## config.mk

```make
export PLATFORM = sky130hd
export DESIGN_NAME = vram_line_fetch
export DESIGN_NICKNAME = d
export VERILOG_FILES = /design/src/rtl/vram_line_fetch.sv
export SDC_FILE = /design/constraint.sdc
export NUM_CORES = 1
export LEC_CHECK = 0
export ABC_CLOCK_PERIOD_IN_PS = 3850
export BUFFER_PORTS_ARGS = -buffer_cell sky130_fd_sc_hd__buf_2
export CAP_MARGIN = 20
export CORE_ASPECT_RATIO = 0.6
export CORE_UTILIZATION = 55
export DETAILED_ROUTE_END_ITERATION = 16
export GPL_TIMING_DRIVEN = 0
export PLACE_DENSITY = 0.78
export SYNTH_ARGS = -nofsm -noshare
export SYNTH_HDL_FRONTEND = slang
export SYNTH_SLANG_ARGS = --single-unit
```

## constraint.sdc

```tcl
create_clock -name clk -period 3.85 [get_ports clk]
set_clock_uncertainty 0.15 [all_clocks]
set_input_delay 0 -clock clk [delete_from_list [all_inputs] [get_ports clk]]
set_output_delay 0 -clock clk [all_outputs]
set_load 0.02 [all_outputs]
```

## src/rtl/vram_line_fetch.sv

```systemverilog
// Burst reader: walks consecutive VRAM word addresses, one outstanding read at a time,
// and queues returned words in a small FIFO for a ready/valid consumer.
module vram_line_fetch #(
  parameter int FIFO_DEPTH = 4
) (
  input  logic        clk,
  input  logic        reset_n,
  input  logic        start,
  input  logic [14:0] base_addr,
  input  logic [8:0]  word_count,
  input  logic        abort,
  output logic [14:0] bus_addr,
  output logic        bus_strobe,
  input  logic        bus_ack,
  input  logic [31:0] bus_rddata,
  output logic [31:0] out_data,
  output logic        out_valid,
  input  logic        out_ready,
  output logic        busy,
  output logic        done
);

  localparam int PW = (FIFO_DEPTH > 1) ? $clog2(FIFO_DEPTH) : 1;
  localparam int CW = $clog2(FIFO_DEPTH) + 1;

  typedef enum logic [1:0] {IDLE, REQ, WAIT} state_t;

  state_t      state, state_next;
  logic [14:0] cur_addr, cur_addr_next;
  logic [8:0]  remaining, remaining_next;
  logic        pending, pending_next;
  logic        done_q, done_next;

  logic [31:0]   mem [FIFO_DEPTH];
  logic [PW-1:0] wr_ptr, rd_ptr;
  logic [CW-1:0] count, count_after;
  logic          push, pop, space;

  // pending marks that a strobe was issued last cycle; WAIT without it is a FIFO-full stall
  always_comb begin
    pop         = out_ready && (count != '0);
    push        = (state == WAIT) && pending && bus_ack && !abort;
    count_after = count + CW'(push) - CW'(pop);
    space       = count_after < CW'(FIFO_DEPTH);
  end

  always_comb begin
    state_next     = state;
    cur_addr_next  = cur_addr;
    remaining_next = remaining;
    pending_next   = pending;
    done_next      = 1'b0;
    case (state)
      IDLE: begin
        if (start) begin
          if (word_count == '0) begin
            done_next = 1'b1;
          end else begin
            cur_addr_next  = base_addr;
            remaining_next = word_count;
            pending_next   = 1'b0;
            state_next     = space ? REQ : WAIT;
          end
        end
      end
      REQ: begin
        pending_next = 1'b1;
        state_next   = WAIT;
      end
      WAIT: begin
        if (pending) begin
          if (bus_ack) begin
            cur_addr_next  = cur_addr + 15'd1;
            remaining_next = remaining - 9'd1;
            pending_next   = 1'b0;
            if (remaining == 9'd1) begin
              state_next = IDLE;
              done_next  = 1'b1;
            end else if (space) begin
              state_next = REQ;
            end
          end else begin
            state_next = REQ;
          end
        end else if (space) begin
          state_next = REQ;
        end
      end
      default: state_next = IDLE;
    endcase
    if (abort) begin
      state_next     = IDLE;
      remaining_next = '0;
      pending_next   = 1'b0;
      done_next      = 1'b0;
    end
  end

  always_ff @(posedge clk or negedge reset_n) begin
    if (!reset_n) begin
      state     <= IDLE;
      cur_addr  <= '0;
      remaining <= '0;
      pending   <= 1'b0;
      done_q    <= 1'b0;
    end else begin
      state     <= state_next;
      cur_addr  <= cur_addr_next;
      remaining <= remaining_next;
      pending   <= pending_next;
      done_q    <= done_next;
    end
  end

  always_ff @(posedge clk or negedge reset_n) begin
    if (!reset_n) begin
      wr_ptr <= '0;
      rd_ptr <= '0;
      count  <= '0;
    end else if (abort) begin
      wr_ptr <= '0;
      rd_ptr <= '0;
      count  <= '0;
    end else begin
      if (push) wr_ptr <= wr_ptr + PW'(1);
      if (pop)  rd_ptr <= rd_ptr + PW'(1);
      count <= count_after;
    end
  end

  always_ff @(posedge clk) begin
    if (push) mem[wr_ptr] <= bus_rddata;
  end

  // Head word is gated so stale storage never shows after reset or abort
  assign out_valid  = (count != '0);
  assign out_data   = out_valid ? mem[rd_ptr] : '0;
  assign bus_strobe = (state == REQ);
  assign bus_addr   = bus_strobe ? cur_addr : '0;
  assign busy       = (state != IDLE);
  assign done       = done_q;

endmodule
```

Word level (Yosys, flattened, before mapping)
Memory sizes are Yosys's and may differ from the RTL's.
Cells that the tools add are included.
- register bits after elaboration: 35
- RAM bits: 128
- input port bits: 62
- output and inout bits: 51
- logic and storage cells: 87
- memories: 1
- add/sub/neg operators: 6
- order comparisons: 1
- equal/unequal tests: 11
- muxes and demuxes: 42
- reduce and logical (&&, ||, !) cells: 18
- memories (name ; words ; bits a word ; read ports ; clocked after Yosys merged registers in ; wr ports ; RTL line ; RTL):
    mem ; 4 ; 32 ; 1 ; 0 ; 1 ; 34 ; logic [31:0] mem [FIFO_DEPTH];
- operators by type and width (operator ; number):
    15-bit 2-to-1 mux ; 5
    9-bit 2-to-1 mux ; 5
    32-bit 2-to-1 mux ; 1
    15-bit one-hot mux with 2 select lines ; 1
    2-bit 2-to-1 mux ; 12
    9-bit one-hot mux with 2 select lines ; 1
    15-bit by 1-bit adder with 15-bit output, second input constant ; 1
    1-bit 2-to-1 mux ; 13
    3-bit inequality test, second input constant ; 4
    5-bit AND reduction ; 2
    9-bit by 1-bit == test with 1-bit output, second input constant ; 1
    9-bit zero test ; 1
    9-bit by 1-bit subtractor with 9-bit output, second input constant ; 1
    2-bit inequality test, second input constant ; 4
    2-bit nonzero test ; 4
    2-bit one-hot mux with 3 select lines ; 1
    3-bit nonzero test ; 2
    2-bit by 1-bit adder with 2-bit output, second input constant ; 2
    1-bit logical AND ; 4
    4-bit nonzero test ; 1
    3-bit by 1-bit adder with 3-bit output ; 1
    3-bit less-than comparator, second input constant ; 1
    3-bit 2-to-1 mux ; 1
    1-bit one-hot mux with 3 select lines ; 1
    other kinds (8) ; 8

Logic depth before layout (Yosys ltp)
- depth in word-level cells: 13
- depth in mapped cells: 17
- mapped depth without buffers: 15

Worst setup path before layout
Ideal clock, no wire load.
- path type: flip-flop to flip-flop
- start: reg state[0]
- end: reg state[0]
- library setup time: 0.099 ns
- arrival: 3.036 ns
- data required time: 3.601 ns
- setup slack: 0.565 ns
- stages on the path, launching flop included: 17
- path buffers: 2
- clock period less this slack: 3.285 ns
- path through: dfrtp_1 > inv_1 > ha_1 > buf_4 > inv_1 > clkbuf_1 > nor3_1 > inv_1 > ha_1 > inv_1 > ha_1 > inv_1 > fa_1 > xnor2_1 > xnor2_1 > or3_1 > a311oi_1
- word-level cells in the longest chain between the ends: 13
- elaborated cells on any way between the ends: 21
- classes of those cells: add/sub (2); order compare (1); eq/ne (4); mux (9); reduce/logical (5)
- RTL lines (element ; RTL line ; RTL):
    start, declared ; 28 ; state_t state, state_next;
    start signal, assigned ; 107 ; state <= state_next;
    2-bit == test ; 42, 53 ;
    1-bit logical AND (3 in a row) ; 42 ; push = (state == WAIT) && pending && bus_ack && !abort;
    3-bit by 1-bit adder with 3-bit output ; 43 ; count_after = count + CW'(push) - CW'(pop);
    3-bit by 1-bit subtractor with 3-bit output ; 43 ;
    3-bit less-than comparator ; 44 ; space = count_after < CW'(FIFO_DEPTH);
    2-bit 2-to-1 mux (4 in a row) ; -- ;
    2-bit one-hot mux with 3 select lines ; 53 ; case (state)
    2-bit 2-to-1 mux ; 91 ; if (abort) begin
Parallel ways exist; a longest one is shown, timed or not. The select of a mux whose other input is x is not followed.
A chain may end at the register's enable or synchronous reset.

Final worst setup path
Ends and elaborated chain as after synthesis.

==> qor.txt <==
Grt total ovfl: 0
Dpl hpwl: 10900 um
Number of nets in the synthesized netlist: 565
Synth Cell Area: 7270 um2
CTS root buffer: sky130_fd_sc_hd__clkbuf_16
Clk Latency, worst-skew pair: 0.43 ns
Via count of the routed design: 5067
Die height: 91.1 um
Share of synthesized registers carrying an async set or reset: 21.5%
Number of synthesis warnings: 0
Violation count after the first detailed-routing iteration: 530
Clock slew seen by the registers of the worst setup and hold paths: 0.07 ns
Sinks on Clock Net: 163
Max-Slew Margin vs Limit: 39.8%
Max-slew violation count: 0
Number of global-route vias before repair: 5078
Most used flip-flop cell after synthesis: sky130_fd_sc_hd__edfxtp_1
Required time reported for the critical path endpoint: 4.01 ns
Part of the cycle the worst path needs: 93.4%
Starting utilization of the core area: 56.6%
Number of placement rows: 32
End point of the critical path: state[0]
Sequential cell area fraction in the yosys report: 64.9%
Unrepaired setup endpoints after global routing: false
CTS max path bufs: 2
Worst slack on hold paths: 0.0575 ns
Wire length of the first global-routing pass: 26800 um
Area taken by multi-input logic gates: 2410 um2
Crit path arrival time: 3.76 ns
Dominant combinational cell family by area after synthesis: simple AND/OR/NAND/NOR gates
Endpoints failing hold: 0
Master of the slowest instance on the critical path: sky130_fd_sc_hd__dfrtp_1
Total Wirelength: 17300 um
Most common cell type on the critical path: sky130_fd_sc_hd__inv_1
Pin count of the biggest net entering global routing: 36
Class of the most critical setup path: flip-flop to flip-flop
Avg WL per Cell: 20.0 um
Most frequent cells in the layout: sky130_fd_sc_hd__edfxtp_1, sky130_fd_sc_hd__buf_2, sky130_fd_sc_hd__dlygate4sd3_1
Worst R2R End: state[0]
Highest Clock Rate: 278 MHz
Number of cells in the finished layout apart from fillers: 866
TritonCTS buffer count: 17
Share of synthesized cell area in and, or, nand and nor gates: 11.9%
Critical path buffers and inverters: 6
Crit. End Element: flip-flop
Final setup violation count: 0
Cell depth of the worst setup path: 15
Most frequent standard cell in the layout excluding fill and tap cells: sky130_fd_sc_hd__edfxtp_1
Cell-by-cell listing of the critical path: inv_1 > ha_1 > buf_4 > clkinvlp_4 > nor3_4 > inv_1 > ha_1 > inv_1 > ha_1 > inv_1 > fa_1 > xnor2_1 > xnor2_1 > or3_1 > a311oi_1
Outcome: completed
Maximum Capacitance Violations: 0
Synth Area in XOR/XNOR: 0.602%
EDFF count, synth: 128
Final design instance area without fill: 9290 um2
Worst r2r src: state[0]
Placement-stage cell area: 8050 um2
Fillers: 821
Layout cell share with drive strength beyond 1: 29.3%
Static leakage: 3.54 nW
Seq cells post-synth: 163
Post-detailed-route count of antenna-violating nets: 0
Synth unique cells: 59
Clock tree from TritonCTS: built
DIE WIDTH: 150 um
Cells on worst reg2reg path: 15
Die area: 13700 um2
Average vias per placed instance: 5.85
Average cell area after synthesis: 14.9 um2
Number of design rule violations left after detail routing: 0
Area of all sequential standard cells: 4720 um2
Clock period minus final worst setup slack: 3.60 ns
Setup slack of the most critical reg-to-reg path: 0.25 ns
Worst stage delay on the critical path: 0.42 ns
Worst hold path type: input pin to asynchronous set/reset pin
Layout-stage area growth over the synthesis result: 27.7%
GR Util All Layers: 26.7%
Gpl congestion: 0.972
Power density cells: 702 nW/um2
IO Count: 113
Net count, final: 759
Worst setup path startpoint: state[0]
Antenna diode instance count: 0
Synthesized-area fraction occupied by ao, oa, aoi and oai cells: 7.22%
Kind of cell with the highest combined delay on the critical path: adder cells
Number of cells in the design after placement: 771
Sort of element at the start of the critical path: flip-flop
Peak VDD IR: 459 uV
Number of antenna violations at the first check in global routing: 0
Floorplan Core Area: 12900 um2
Count of mapped cells out of synthesis: 489
Slew of the pin with the lowest slew margin: 0.903 ns
First-pass iteration count of the detailed router: 5
Adder-Cell Fraction of Synth Area: 2.51%
Maximum level of the CTS H-tree: 4
Port Buffers: 112
Highest net fanout along the worst path: 8
Portion of netlist area occupied by mux cells: 10.6%
-- flip-flops by register name, indices dropped and copies added, names as in the netlist --
register,cells
mem,128
cur_addr,15
remaining,9
count,3
rd_ptr,2
state,2
wr_ptr,2
done,1
pending,1
-- synth_stat cells (3+ instances only) --
library cell,number,share of area [%]
sky130_fd_sc_hd__nor3_1,12,0.83
sky130_fd_sc_hd__buf_2,8,0.55
sky130_fd_sc_hd__o22ai_1,8,0.69
sky130_fd_sc_hd__or3_1,3,0.26
sky130_fd_sc_hd__o21ai_0,15,1.0
sky130_fd_sc_hd__nor4_1,5,0.43
sky130_fd_sc_hd__nand4_1,8,0.69
sky130_fd_sc_hd__nand2_1,24,1.2
sky130_fd_sc_hd__mux4_2,32,9.9
sky130_fd_sc_hd__a2bb2oi_1,4,0.48
sky130_fd_sc_hd__and2_1,55,4.7
sky130_fd_sc_hd__a21oi_1,21,1.4
sky130_fd_sc_hd__xnor2_1,4,0.48
sky130_fd_sc_hd__inv_1,13,0.67
sky130_fd_sc_hd__dfrtp_1,35,12
sky130_fd_sc_hd__edfxtp_1,128,53
sky130_fd_sc_hd__clkbuf_1,14,0.72
sky130_fd_sc_hd__ha_1,13,2.2
sky130_fd_sc_hd__nor2_1,22,1.1
sky130_fd_sc_hd__nand3_1,9,0.62
sky130_fd_sc_hd__nor2b_1,3,0.26
sky130_fd_sc_hd__mux2i_1,4,0.55
-- area by class of cell --
cell class	instances	share of cell area (%)
Timing Repair Buffer	176	12.9
Multi-Input combinational cell	287	25.9
Sequential cell	163	50.8
Clock inverter	14	1.74
Buffer	25	1.20
Tap cell	170	2.29
Inverter	13	0.566
Clock buffer	18	4.62
-- worst min-delay path by stage --
| stage | slack [ns] | to | start | cells after the start |
|---|---|---|---|---|
| after detailed placement | 0.003 | cur_addr[8] | reset_n | 1 |
| final | 0.06 | cur_addr[8] | reset_n | 2 |
| after global placement | 0.002 | cur_addr[7] | reset_n | 1 |
| after global routing | 0.13 | cur_addr[8] | reset_n | 2 |
| after CTS | 0.08 | cur_addr[10] | word_count[7] | 6 |
| after floorplan | -0.45 | count[0] | reset_n | 0 |
-- kinds of logic after synthesis --
logic type	after synthesis
AOI/OAI and AO/OA	77
xor gates and xnor gates	5
adders and majority gates	14
buffers and inverters	39
DFF	163
muxes	37
and+or+nand+nor	154
-- metal layers --
layer,track usage (%),wire [um]
met5,0,0
met2,39.9,8070
met3,7.64,1480
met1,37.2,7440
met4,10.6,321
-- timing repair --
item,4_1_cts,5_1_grt
resized for setup,2,1
buffers inserted,0,3
endpoints found under the hold margin,192,0
setup endpoints to repair,1,1
hold buffers,61,0
cloned,0,0
pin swaps,0,0
-- stage by stage --
stage | setup slack, ns | power [mW] | utilization (%) | setup TNS (ns)
floorplan | 0.565 | 3.94 | - | 0
global placement | 0.0888 | 4.64 | 62.6 | 0
detailed placement | -0.110 | 4.70 | 62.7 | -0.110
CTS | 0.0210 | 6.44 | 72.1 | 0
global route | 0.0813 | 6.81 | 72.3 | 0
finish | 0.254 | 6.52 | 72.3 | 0
-- report_power, final --
part / leakage, nW / switching (mW) / total, mW / internal, mW
Clock: 0.284 / 0.765 / 1.69 / 0.925
Sequential: 1.59 / 0.186 / 2.23 / 2.05
Combinational: 1.67 / 1.57 / 2.59 / 1.03
Total: 3.54 / 2.52 / 6.52 / 4.00
Note: power is estimated with default switching activity, not from simulation.
